**config.mk**
```make
export PLATFORM = sky130hd
export DESIGN_NAME = vga_scan_ctrl
export DESIGN_NICKNAME = d
export VERILOG_FILES = /design/src/rtl/vga_pkg.sv /design/src/rtl/vga_delay_line.sv /design/src/rtl/vga_scan_ctrl.sv
export SDC_FILE = /design/constraint.sdc
export NUM_CORES = 1
export LEC_CHECK = 0
export ABC_AREA = 1
export CORE_MARGIN = 2
export CORE_UTILIZATION = 30
export DETAILED_ROUTE_END_ITERATION = 8
export SYNTH_ARGS = -nofsm -noshare
export SYNTH_HDL_FRONTEND = slang
export SYNTH_SLANG_ARGS = --single-unit
```
**constraint.sdc**
```tcl
create_clock -name vga_clk -period 3.1 [get_ports vga_clk]
set_input_delay 0.31 -clock vga_clk [delete_from_list [all_inputs] [get_ports vga_clk]]
set_output_delay 0.31 -clock vga_clk [all_outputs]
set_load 0.03 [all_outputs]
```
**src/rtl/vga_pkg.sv**
```systemverilog
// VGA timing defaults (640x480@60), test-pattern source encoding and frame-size helpers.
// Latency: none, declarations only.
// Backpressure: not applicable.
package vga_pkg;

  localparam int H_ACTIVE_DEF = 640;
  localparam int H_FP_DEF     = 16;
  localparam int H_SYNC_DEF   = 96;
  localparam int H_BP_DEF     = 48;
  localparam int V_ACTIVE_DEF = 480;
  localparam int V_FP_DEF     = 10;
  localparam int V_SYNC_DEF   = 2;
  localparam int V_BP_DEF     = 33;

  // pixel source selection carried on pat_sel
  typedef enum logic [1:0] {
    PAT_RAM   = 2'd0,
    PAT_BARS  = 2'd1,
    PAT_WHITE = 2'd2,
    PAT_BLACK = 2'd3
  } pat_e;

  function automatic int h_total(int active, int fp, int sync, int bp);
    return active + fp + sync + bp;
  endfunction

  function automatic int v_total(int active, int fp, int sync, int bp);
    return active + fp + sync + bp;
  endfunction

endpackage

```
**src/rtl/vga_delay_line.sv**
```systemverilog
// Fixed-depth register pipeline used to align sync/enable/pattern control with pixel RAM data.
// Latency: DEPTH cycles from d to q.
// Backpressure: none, advances every clock.
module vga_delay_line #(
  parameter int             W     = 1,
  parameter int             DEPTH = 1,
  parameter logic [W-1:0]   RST   = '0
) (
  input  logic         vga_clk,
  input  logic         clrn,
  input  logic [W-1:0] d,
  output logic [W-1:0] q
);

  logic [W-1:0] pipe [DEPTH];

  // shift register; every stage returns to the idle control word on reset
  always_ff @(posedge vga_clk or negedge clrn) begin
    if (!clrn) begin
      for (int i = 0; i < DEPTH; i++) pipe[i] <= RST;
    end else begin
      pipe[0] <= d;
      for (int i = 1; i < DEPTH; i++) pipe[i] <= pipe[i-1];
    end
  end

  assign q = pipe[DEPTH-1];

endmodule

```
**src/rtl/vga_scan_ctrl.sv**
```systemverilog
// VGA raster scanner: counters, pixel-RAM addressing, test patterns, aligned sync/de/colour.
// Latency: address/rdn 1 cycle after the count; r/g/b/de/hs/vs/frame_start RD_LAT+2 cycles.
// Backpressure: none, free-running at the pixel clock.
module vga_scan_ctrl
  import vga_pkg::*;
#(
  parameter int H_ACTIVE = H_ACTIVE_DEF,
  parameter int H_FP     = H_FP_DEF,
  parameter int H_SYNC   = H_SYNC_DEF,
  parameter int H_BP     = H_BP_DEF,
  parameter int V_ACTIVE = V_ACTIVE_DEF,
  parameter int V_FP     = V_FP_DEF,
  parameter int V_SYNC   = V_SYNC_DEF,
  parameter int V_BP     = V_BP_DEF,
  parameter bit HS_POL   = 1'b0,
  parameter bit VS_POL   = 1'b0,
  parameter int CW       = 4,
  parameter int RD_LAT   = 1
) (
  input  logic                        vga_clk,
  input  logic                        clrn,
  input  logic [3*CW-1:0]             d_in,
  input  logic [1:0]                  pat_sel,
  output logic [$clog2(V_ACTIVE)-1:0] row_addr,
  output logic [$clog2(H_ACTIVE)-1:0] col_addr,
  output logic                        rdn,
  output logic [CW-1:0]               r,
  output logic [CW-1:0]               g,
  output logic [CW-1:0]               b,
  output logic                        de,
  output logic                        hs,
  output logic                        vs,
  output logic                        frame_start
);

  localparam int HT    = h_total(H_ACTIVE, H_FP, H_SYNC, H_BP);
  localparam int VT    = v_total(V_ACTIVE, V_FP, V_SYNC, V_BP);
  localparam int HCW   = $clog2(HT);
  localparam int VCW   = $clog2(VT);
  localparam int RW    = $clog2(V_ACTIVE);
  localparam int CLW   = $clog2(H_ACTIVE);
  localparam int BAR_W = (H_ACTIVE >= 8) ? H_ACTIVE / 8 : 1;
  localparam int CTW   = 5 + 3*CW;

  localparam logic [HCW-1:0] H_LAST     = HCW'(HT - 1);
  localparam logic [HCW-1:0] H_SYNC_END = HCW'(H_SYNC);
  localparam logic [HCW-1:0] H_ACT_BEG  = HCW'(H_SYNC + H_BP);
  localparam logic [HCW:0]   H_ACT_END  = (HCW+1)'(H_SYNC + H_BP + H_ACTIVE);
  localparam logic [VCW-1:0] V_LAST     = VCW'(VT - 1);
  localparam logic [VCW-1:0] V_SYNC_END = VCW'(V_SYNC);
  localparam logic [VCW-1:0] V_ACT_BEG  = VCW'(V_SYNC + V_BP);
  localparam logic [VCW:0]   V_ACT_END  = (VCW+1)'(V_SYNC + V_BP + V_ACTIVE);

  // idle control word: {frame_start, hs, vs, de, use_ram, rgb}
  localparam logic [CTW-1:0] CTRL_RST = {1'b0, ~HS_POL, ~VS_POL, 1'b0, 1'b0, {3*CW{1'b0}}};

  logic [HCW-1:0]  h_cnt;
  logic [VCW-1:0]  v_cnt;
  logic [HCW-1:0]  col_full;
  logic [HCW-1:0]  bar_raw;
  logic [2:0]      bar;
  logic            h_act, v_act, vis;
  logic            hs_a, vs_a, fs_a, use_ram;
  logic [3*CW-1:0] pat_rgb;
  logic [CTW-1:0]  ctrl, ctrl_dl;
  pat_e            pat_q;

  // raster counters: h wraps every line, v advances on h wrap
  always_ff @(posedge vga_clk or negedge clrn) begin
    if (!clrn) begin
      h_cnt <= '0;
      v_cnt <= '0;
    end else if (h_cnt == H_LAST) begin
      h_cnt <= '0;
      v_cnt <= (v_cnt == V_LAST) ? '0 : v_cnt + VCW'(1);
    end else begin
      h_cnt <= h_cnt + HCW'(1);
    end
  end

  assign col_full = h_cnt - H_ACT_BEG;
  assign h_act    = (h_cnt >= H_ACT_BEG) && ({1'b0, h_cnt} < H_ACT_END);
  assign v_act    = (v_cnt >= V_ACT_BEG) && ({1'b0, v_cnt} < V_ACT_END);
  assign vis      = h_act && v_act;
  assign hs_a     = (h_cnt < H_SYNC_END) ? HS_POL : ~HS_POL;
  assign vs_a     = (v_cnt < V_SYNC_END) ? VS_POL : ~VS_POL;
  assign fs_a     = (h_cnt == '0) && (v_cnt == '0);
  assign bar_raw  = col_full / HCW'(BAR_W);
  assign bar      = (bar_raw > HCW'(7)) ? 3'd7 : bar_raw[2:0];
  assign use_ram  = (pat_q == PAT_RAM);

  // pattern source only changes at the top-left count so a frame never mixes sources
  always_ff @(posedge vga_clk or negedge clrn) begin
    if (!clrn) pat_q <= PAT_RAM;
    else if (fs_a) pat_q <= pat_e'(pat_sel);
  end

  // generated colour for the current count, packed {b,g,r} like d_in
  always_comb begin
    pat_rgb = '0;
    case (pat_q)
      PAT_BARS:  pat_rgb = {{CW{bar[2]}}, {CW{bar[1]}}, {CW{bar[0]}}};
      PAT_WHITE: pat_rgb = '1;
      default:   pat_rgb = '0;
    endcase
  end

  // RAM address and read strobe, one cycle after the count they describe
  always_ff @(posedge vga_clk or negedge clrn) begin
    if (!clrn) begin
      row_addr <= '0;
      col_addr <= '0;
      rdn      <= 1'b1;
    end else begin
      row_addr <= RW'(v_cnt - V_ACT_BEG);
      col_addr <= CLW'(col_full);
      rdn      <= ~vis;
    end
  end

  assign ctrl = {fs_a, hs_a, vs_a, vis, use_ram, pat_rgb};

  // one stage for the address register plus RD_LAT stages for the RAM read
  vga_delay_line #(
    .W     (CTW),
    .DEPTH (RD_LAT + 1),
    .RST   (CTRL_RST)
  ) u_align (
    .vga_clk (vga_clk),
    .clrn    (clrn),
    .d       (ctrl),
    .q       (ctrl_dl)
  );

  // output register: merges RAM data or pattern with the aligned control, blanks outside de
  always_ff @(posedge vga_clk or negedge clrn) begin
    if (!clrn) begin
      {b, g, r}   <= '0;
      de          <= 1'b0;
      hs          <= ~HS_POL;
      vs          <= ~VS_POL;
      frame_start <= 1'b0;
    end else begin
      frame_start <= ctrl_dl[CTW-1];
      hs          <= ctrl_dl[CTW-2];
      vs          <= ctrl_dl[CTW-3];
      de          <= ctrl_dl[CTW-4];
      if (!ctrl_dl[CTW-4])     {b, g, r} <= '0;
      else if (ctrl_dl[CTW-5]) {b, g, r} <= d_in;
      else                     {b, g, r} <= ctrl_dl[3*CW-1:0];
    end
  end

endmodule
```
# [After elaboration in Yosys (flattened, before gate mapping)]
# Cells that the tools add are included.
[totals] regBits=92 input_bits=16
[classes] addsub=4 n_div=1 magnitude_cmp=7 eq_ne=4 muxes=12 bitwise_logic=1 n_reduce_logical=7
[ops] cell="two-way mux 4 bit" n=6
[ops] cell="case mux 12 bit (2 select lines)" n=1
[ops] cell="adder 10 x 1 -> 10 bit, second input constant" n=2
[ops] cell="equality test 10 bit, second input constant" n=2
[ops] cell="logical NOT 10 bit" n=2
[ops] cell="< comparator 10 bit, second input constant" n=2
[ops] cell="two-way mux 10 bit" n=2
[ops] cell="divider 10 x 7 -> 10 bit, second input constant" n=1
[ops] cell=">= comparator 10 x 6 -> 1 bit, second input constant" n=1
[ops] cell=">= comparator 10 x 8 -> 1 bit, second input constant" n=1
[ops] cell="greater-than comparator 10 x 3 -> 1 bit, second input constant" n=1
[ops] cell="< comparator 10 x 2 -> 1 bit, second input constant" n=1
[ops] cell="< comparator 10 x 7 -> 1 bit, second input constant" n=1
[ops] cell="subtractor 10 x 8 -> 10 bit, second input constant" n=1
[ops] cell="subtractor 9 x 6 -> 9 bit, second input constant" n=1
[ops] cell="logical AND 1 bit" n=4
[ops] cell="two-way mux 3 bit" n=1
[ops] cell="equality test 2 x 1 -> 1 bit, second input constant" n=1
[ops] cell="equality test 2 bit, second input constant" n=1
[ops] cell="logical NOT 2 bit" n=1
[ops] cell="two-way mux 1 bit" n=2
[ops] cell="NOT 1 bit" n=1

# [Logic depth before layout (Yosys ltp)]
# Gate-level depths: netlist of run 1.
[depth] depth_word=5 mapped_depth=17 depth_no_buf=17

# [Hierarchy]
# From an unflattened synthesis of run 1, not the netlist that was laid out.
[unflattened] hier_cells=365 hier_area_um2=3828.7
[modules_own_cells] module="vga_scan_ctrl" instances=1 cells_per_inst=314 area_each_um2=2845.2 seq_area_each_um2=1455.1
[modules_own_cells] module="vga_delay_line" instances=1 cells_per_inst=51 area_each_um2=983.4 seq_area_each_um2=855.8

# [Worst setup path before layout of run 1]
# No wires, ideal clock.
[synth_path] kind="register to register" from="register h_cnt[4]" to="register u_align.pipe[20] (netlist name)" setup_time_ns=0.073 arrival_ns=1.817 setup_slack_ns=1.210 path_stages_with_launch=15 path_buffers=0 synth_period_minus_slack_ns=1.890 cell_sequence="dfrtp_1 inv_1 ha_1 nand2_1 nand2_4 nand3_2 nand3_1 nand2_1 nand2_1 nand3_1 a21boi_2 nand2_1 nand2_1 nand2_1 a21oi_2"
[synth_via] elab_chain_len=5
[synth_rtl] element="start, declared" line_no="vga_scan_ctrl.sv:57" text="logic [HCW-1:0] h_cnt;"
[synth_rtl] element="start signal, assigned" line_no="vga_scan_ctrl.sv:77" text="h_cnt <= h_cnt + HCW'(1);"
[synth_rtl] element="subtractor 10 x 8 -> 10 bit *" line_no="vga_scan_ctrl.sv:81" text="assign col_full = h_cnt - H_ACT_BEG;"
[synth_rtl] element="named net col_full[4]" line_no="vga_scan_ctrl.sv:59" text="logic [HCW-1:0] col_full;"
[synth_rtl] element="divider 10 x 7 -> 10 bit *" line_no="vga_scan_ctrl.sv:88" text="assign bar_raw = col_full / HCW'(BAR_W);"
[synth_rtl] element="greater-than comparator 10 x 3 -> 1 bit" line_no="vga_scan_ctrl.sv:89" text="assign bar = (bar_raw > HCW'(7)) ? 3'd7 : bar_raw[2:0];"
[synth_rtl] element="two-way mux 3 bit *" line_no="vga_scan_ctrl.sv:89"
[synth_rtl] element="case mux 12 bit (2 select lines) *" line_no="vga_scan_ctrl.sv:101" text="case (pat_q)"
[synth_rtl] element="end, declared" line_no="vga_delay_line.sv:15" text="logic [W-1:0] pipe [DEPTH];"
# Mark *: on every way through the listed nets, which the timed path passes. The rest lies on a longest branch.
# A chain may end at the register's enable or synchronous reset.

# [Worst setup path in the final report of run 1]
# Same ends and word-level chain as after synthesis.

==> results of run 1 <==
registers in the layout, summed over array words and instances (netlist names), 2 cells and up:
signal / cells
u_align.q: 8
u_align.pipe: 8
row_addr: 9
col_addr: 10
v_cnt: 10
pat_q: 2
b: 4
r: 4
h_cnt: 10
g: 4
through the flow:
| step | instance area [sq um] | power (mW) | util, % | instances |
|---|---|---|---|---|
| floorplan | 3210 | 1.01 | - | 319 |
| global placement | 3860 | 1.05 | 37.2 | 501 |
| detailed placement | 3860 | 1.05 | 37.2 | 501 |
| CTS | 4090 | 1.89 | 39.4 | 517 |
| global route | 4090 | 1.95 | 39.4 | 517 |
| finish | 4090 | 1.87 | 39.4 | 517 |
power breakdown:
group | internal (mW) | switching, mW
Combinational | 0.0216 | 0.0308
Sequential | 0.974 | 0.00434
Clock | 0.458 | 0.377
Total | 1.45 | 0.412
cell type report:
cell class                 instances  area [sq um]  area share, %
clock buffer                       9           124           3.03
timing repair buffer              51           508           12.4
clock inverter                     7           100           2.45
sequential                        74          1860           45.5
inverter                          48           180           4.41
tap                              136           170           4.16
multi-input combinational        192          1140           28.0
cells in the final DEF, fill, tap and decap left out, types with 9 or more instances in the layout:
| cell | n |
|---|---|
| nand2_2 | 10 |
| nand2_1 | 56 |
| ha_1 | 10 |
| clkdlybuf4s50_1 | 50 |
| dfrtp_1 | 67 |
| nor2_1 | 14 |
| clkbuf_8 | 9 |
| nand3_1 | 20 |
| xor2_1 | 9 |
| inv_1 | 42 |
| a21oi_1 | 20 |
| o21ai_0 | 14 |
logic make-up after synthesis:
| family | Yosys count |
|---|---|
| simple gates | 128 |
| compound gates | 43 |
| flops | 74 |
| fa+ha+maj | 10 |
| xor+xnor | 11 |
| buf+inv | 53 |
layer usage:
layer	vias to the layer above	GRT usage [%]	routed length, um
met5	-	0	0
met4	0	4.95	94
met3	8	4.12	355
met2	54	17.7	2780
met1	1088	14.9	2910
li1	1137	-	-
how the worst max path moves through the flow:
stage / end / slack [ns]
floorplan: u_align.pipe[20] / 1.21
global placement: u_align.pipe[20] / 1.11
detailed placement: u_align.pipe[20] / 0.98
CTS: u_align.pipe[20] / 0.96
global route: u_align.pipe[20] / 0.73
finish: u_align.pipe[20] / 0.96
worst register-to-register path, delay by kind of cell, from the launching register on:
| kind | cells | cell delay (ns) |
|---|---|---|
| AND/OR/NAND/NOR | 10 | 0.89 |
| flip-flops | 1 | 0.43 |
| adder cells (fa/ha/maj) | 1 | 0.28 |
| AO/OA/AOI/OAI | 2 | 0.27 |
| buffers and inverters | 1 | 0.22 |
==> metrics.md, run 1 <==
| Metric | Value |
|---|---|
| Worst Hold Class | `in -> async` |
| Delay of the slowest critical-path stage | `roughly 0.43 ns` |
| Pleak | `~1.9 nW` |
| Core box area | `about 10000 sq um` |
| Seq cells post-synth | `74` |
| ANT cells | `0` |
| Min cycle time layout | `2.14 ns` |
| Req. time, crit path | `3.38 ns` |
| Hold-fix buffers at CTS | `0` |
| CTS sink cnt | `74` |
| FMAX | `0.467 GHz` |
| Synth top area share | `52.2%` |
| R2r setup slk | `just under 1 ns` |
| Synth top area cells | `dfrtp_1 52%, nand2_1 6.5%, dfstp_2 5.7%` |
| Ys async rst share | `100%` |
| Simple-Gate Fraction of Synth Area | `20.4%` |
| Bufs and invs on worst path | `1` |
| CP cell instances | `inv_1, ha_1, nand2_1, nand2_4, nand3_2, nand3_1, nand2_1, nand2_1, nand3_1, a21boi_2, nand2_1, nand2_1, nand2_1, a21oi_2` |
| Final number of hold-violating endpoints | `0` |
| Worst path depth | `14` |
| Clk_lat worst skew | `roughly 0.35 ns` |
| Hold Slack | `about 0.084 ns` |
| Top-Level Pins | `52` |
| CTS Buf Count | `9` |
| Sequential area share after synthesis | `between 50 and 60%` |
| Critical path class | `reg -> reg` |
| VDD IR max | `roughly 0.00015 V` |
| Largest family of logic cells by synthesized area | `simple AND/OR/NAND/NOR gates` |
| DR vias/cell | `~4.4` |
| Most repeated cell in the gate-level netlist after synthesis | `dfrtp_1` |
| Largest net degree at the start of global routing | `75` |
| DIE WIDTH | `~110 um` |
| Final Wtd Congestion | `0.822` |
| Vias in the first global route | `2299` |
| Starting DRT DRC Count | `between 100 and 150` |
| Via Count | `approximately 2300` |
| Crit-path most repeated cell | `nand2_1` |
| Least-Margin Pin Slew | `around 0.90 ns` |
| Total wire length | `about 6 mm` |
| RSZ-0062 raised after global routing | `false` |
| Clk root buf | `clkbuf_8` |
| Setup ws final | `0.961 ns` |
| Post-Syn Instances | `319` |
| Die height | `roughly 110 um` |
| TritonCTS clock tree | `yes` |
| Adder-cell area share of the yosys netlist | `under 10%` |
| Crit-path slowest cell | `dfrtp_1` |
| # setup viols final | `0` |
| Routed wire per std cell | `11.9 um` |
| CTS clock-pin slew for the worst setup and hold paths | `around 0.080 ns` |
| Crit end category | `register` |
| Worst Path Arrival | `2.42 ns` |
| Mapped Avg Cell Area | `approximately 10 sq um` |
| Htree depth | `3` |
| # rows | `37` |
| Worst R2R End | `u_align.pipe[20]` |
| Synth area leader | `dfrtp_1` |
| DP HPWL | `~4.3 mm` |
| Post-CTS Resized | `0` |
| Worst slack, placed | `0.984 ns` |
| Clock Tree Buf Depth | `2` |
| Top post-synthesis cells by count | `67 x dfrtp_1, 56 x nand2_1, 42 x inv_1, 20 x a21oi_1, 20 x nand3_1` |
| Cell Pwr Density | `between 400 and 500 nW/um^2` |
| Syn Nets | `approximately 350` |
| Netlist cell types | `35` |
| Drt drc | `0` |
| Post-Syn Area | `3210 sq um` |
| Headroom to the max-slew limit | `around two fifths` |
| ANT nets after route | `0` |
| IO Port Bufs | `51` |
| Layout Skew | `0.00818 ns` |
| Reg2Reg Launch Point | `h_cnt[4]` |
| Ys flop type | `dfrtp_1` |
| Slew Limit Fails | `0` |
| Number of synthesized flops with an enable pin | `0` |
| Die area | `11600 sq um` |
| Fin nets | `around 400` |
| Total negative slack | `0 ns` |
| Cells on worst reg2reg path | `14` |
| Initial core utilization | `slightly above 30%` |
| GRT Resource Usage Total | `a little under an eighth` |
| Layout cells sized above 1 | `15.2%` |
| Fillers | `roughly 1000` |
| DR pass1 iterations | `4` |
| Final worst path period share | `69.0%` |
| Syn-to-layout area delta | `27.2%` |
| Setup bufs post-CTS | `0` |
| Status | `finished, final reports clean` |
| Xor-xnor portion of the synthesized cell area | `3.58%` |
| CP max FO | `8` |
| Number of synthesis warnings | `0` |
| Max Cap Viol | `0` |
| Initial antenna violation count | `0` |
| Mux contribution to synthesized area | `0%` |
| Remaining global-route overflow | `0` |
| Worst setup startpoint | `h_cnt[4]` |
| Delay-heaviest family, CP | `simple AND/OR/NAND/NOR gates` |
| Compound-gate portion of the synthesized area | `under 10%` |
| First-pass GRT wire length | `between 10 and 15 mm` |
| Startpoint class of the critical path | `register` |
Power figures use the tool's default switching activity.
==> run 2, diff against run 1 <==
clock period = 1.8 ns   (was 3.1 ns; I/O delays follow)
==> metrics.md, run 2 (synthesis results as in run 1) <==
| Metric | Value |
|---|---|
| ANT nets after route | `0 (unchanged)` |
| Headroom to the max-slew limit | `70.0% (+30 points)` |
| RSZ-0062 raised after global routing | `true` |
| Worst Hold Class | `in -> async` |
| Layout cells sized above 1 | `24.4% (+9.2 points)` |
| Min cycle time layout | `1.85 ns (-0.286 ns)` |
| # rows | `37 (unchanged)` |
| Setup ws final | `-0.0532 ns (-1.01 ns)` |
| Total wire length | `6.63 mm (+8.1%)` |
| DR vias/cell | `4.39 (-0.65%)` |
| FMAX | `0.540 GHz (+15%)` |
| # setup viols final | `2 (+2)` |
| Req. time, crit path | `2.07 ns (-1.31 ns)` |
| ANT cells | `0 (unchanged)` |
| Critical path class | `reg -> reg` |
| Max Cap Viol | `0 (unchanged)` |
| CP max FO | `5 (-3)` |
| Delay of the slowest critical-path stage | `0.40 ns (-0.03 ns)` |
| Bufs and invs on worst path | `1 (unchanged)` |
| DP HPWL | `4.62 mm (+6.6%)` |
| Initial antenna violation count | `0 (unchanged)` |
| CTS Buf Count | `9 (unchanged)` |
| Biggest regs | `col_addr x10, h_cnt x10, v_cnt x10` |
| Die area | `11600 sq um (unchanged)` |
| Worst Path Arrival | `2.13 ns (-0.29 ns)` |
| Clk_lat worst skew | `0.34 ns (about the same)` |
| Commonest non-fill, non-tap cell in the layout | `dfrtp_1` |
| Startpoint class of the critical path | `register` |
| Slew Limit Fails | `0 (unchanged)` |
| Crit-path most repeated cell | `nand2_1` |
| Least-Margin Pin Slew | `0.451 ns (-0.451 ns)` |
| VDD IR max | `0.000490 V (+220%)` |
| Largest net degree at the start of global routing | `45 (-40%)` |
| Fin nets | `427 (+6.2%)` |
| TritonCTS clock tree | `yes` |
| Placed Area | `4030 sq um (+4.3%)` |
| Pleak | `2.05 nW (+7.5%)` |
| IO Port Bufs | `51 (unchanged)` |
| Starting DRT DRC Count | `123 (+17%)` |
| Via Count | `2382 (+4.2%)` |
| Final number of hold-violating endpoints | `0 (unchanged)` |
| Clock Tree Buf Depth | `2 (unchanged)` |
| Top-Level Pins | `52 (unchanged)` |
| Remaining global-route overflow | `0 (unchanged)` |
| Core box area | `10400 sq um (unchanged)` |
| GRT Resource Usage Total | `12.1% (+0.48 points)` |
| Vias in the first global route | `2380 (+3.5%)` |
| Layout Skew | `0.00779 ns (-0.000385 ns)` |
| Failing checks | `negative setup slack` |
| Most frequent cells in the layout | `65 x dfrtp_1, 52 x nand2_1, 50 x clkdlybuf4s50_1` |
| Cell Pwr Density | `758 nW/um^2 (+66%)` |
| CTS sink cnt | `74 (unchanged)` |
| CTS clock-pin slew for the worst setup and hold paths | `0.09 ns (about the same)` |
| Hold Slack | `0.317 ns (+0.233 ns)` |
| Delay-heaviest family, CP | `simple AND/OR/NAND/NOR gates` |
| Htree depth | `3 (unchanged)` |
| CP cell instances | `inv_2, ha_4, nand2_4, nand2_4, xor2_4, nand3b_2, nand2_1, nand2_1, nand2_1, nand2_1, nand3_1, nand2_1, nand2_1, nand2_1, a21oi_2` |
| Crit end category | `register` |
| Die height | `107 um (unchanged)` |
| Final Wtd Congestion | `0.848 (+3.2%)` |
| Finished Cell Area | `4460 sq um (+9.0%)` |
| Initial core utilization | `31.0% (unchanged)` |
| Drt drc | `0 (unchanged)` |
| Routed wire per std cell | `12.2 um (+3.1%)` |
| Clk root buf | `clkbuf_8` |
| Syn-to-layout area delta | `38.7%` |
| First-pass GRT wire length | `11.1 mm (+5.4%)` |
| Crit-path slowest cell | `dfrtp_1` |
| DR pass1 iterations | `5 (+1)` |
| DIE WIDTH | `107 um (unchanged)` |
| Status | `finished with violations` |
| Final worst path period share | `103% (+34 points)` |
[run 2: changes by cell type in the layout (fill, tap and decap cells not counted), moves of 3 or more]
cell | before | now
buf_4 | 1 | 21
buf_6 | 0 | 3
inv_1 | 42 | 39
nand2_1 | 56 | 52
nand2_4 | 3 | 8
nand3_1 | 20 | 15
nand3_2 | 2 | 6
[run 2: final timing paths]
kind	from	end	slack (ns)	cells past startpoint
max in group asynchronous	clrn	hs	0.84	3
hold / removal	clrn	row_addr[0]	0.32	2
setup / recovery	h_cnt[4]	u_align.pipe[20]	-0.05	15
setup reg to reg	h_cnt[4]	u_align.pipe[20]	-0.05	15
min in group vga_clk	u_align.pipe[20]	u_align.q[3]	0.35	0
hold reg to reg	u_align.pipe[20]	u_align.q[3]	0.35	0
[run 2: final cells by class]
cell class | count | area (sq um)
Timing Repair Buffer | 76 | 722
Clock inverter | 7 | 124
Inverter | 48 | 186
Fill cell | 982 | 5910
Tap cell | 136 | 170
Multi-Input combinational cell | 192 | 1270
Clock buffer | 9 | 124
Sequential cell | 74 | 1860
[run 2: metal layers]
metal  up-vias  track usage [%]  wire length (um)
li1       1192                -                 -
met4         0             4.95               103
met2        48             19.5              3080
met5         -                0                 0
met1      1132             15.6              3160
met3        10             2.78               297
[run 2: where the power goes]
| part | leakage [nW] | switching (mW) | internal, mW |
|---|---|---|---|
| logic | 1.01 | 0.0560 | 0.0431 |
| clock network | 0.121 | 0.659 | 0.936 |
| registers | 0.922 | 0.00760 | 1.68 |
| total | 2.05 | 0.722 | 2.66 |
[run 2: timing repair]
action	CTS	global route
hold buffers	1	0
hold endpoints to repair	29	0
setup endpoints to repair	2	7
resized for setup	8	22
gates cloned	0	0
pin swaps	1	9
setup buffers	1	3
[run 2: metrics by stage]
step	setup TNS [ns]	util (%)	worst slack, ns	std cells	power (mW)
6_report	-0.0732	43.0	-0.0532	542	3.38
5_1_grt	-0.373	43.0	-0.199	542	3.50
4_1_cts	0	41.7	0.000292	539	3.42
3_5_place_dp	-0.111	38.8	-0.0738	521	1.82
3_3_place_gp	0	38.8	0.0262	521	1.82
2_1_floorplan	0	-	0.000904	319	1.74
==> run 3, diff against run 2 <==
SKIP_LAST_GASP = 1   (was unset)
==> results of run 3 <==
Final layout, timing and power as in run 2 (identical DEF).
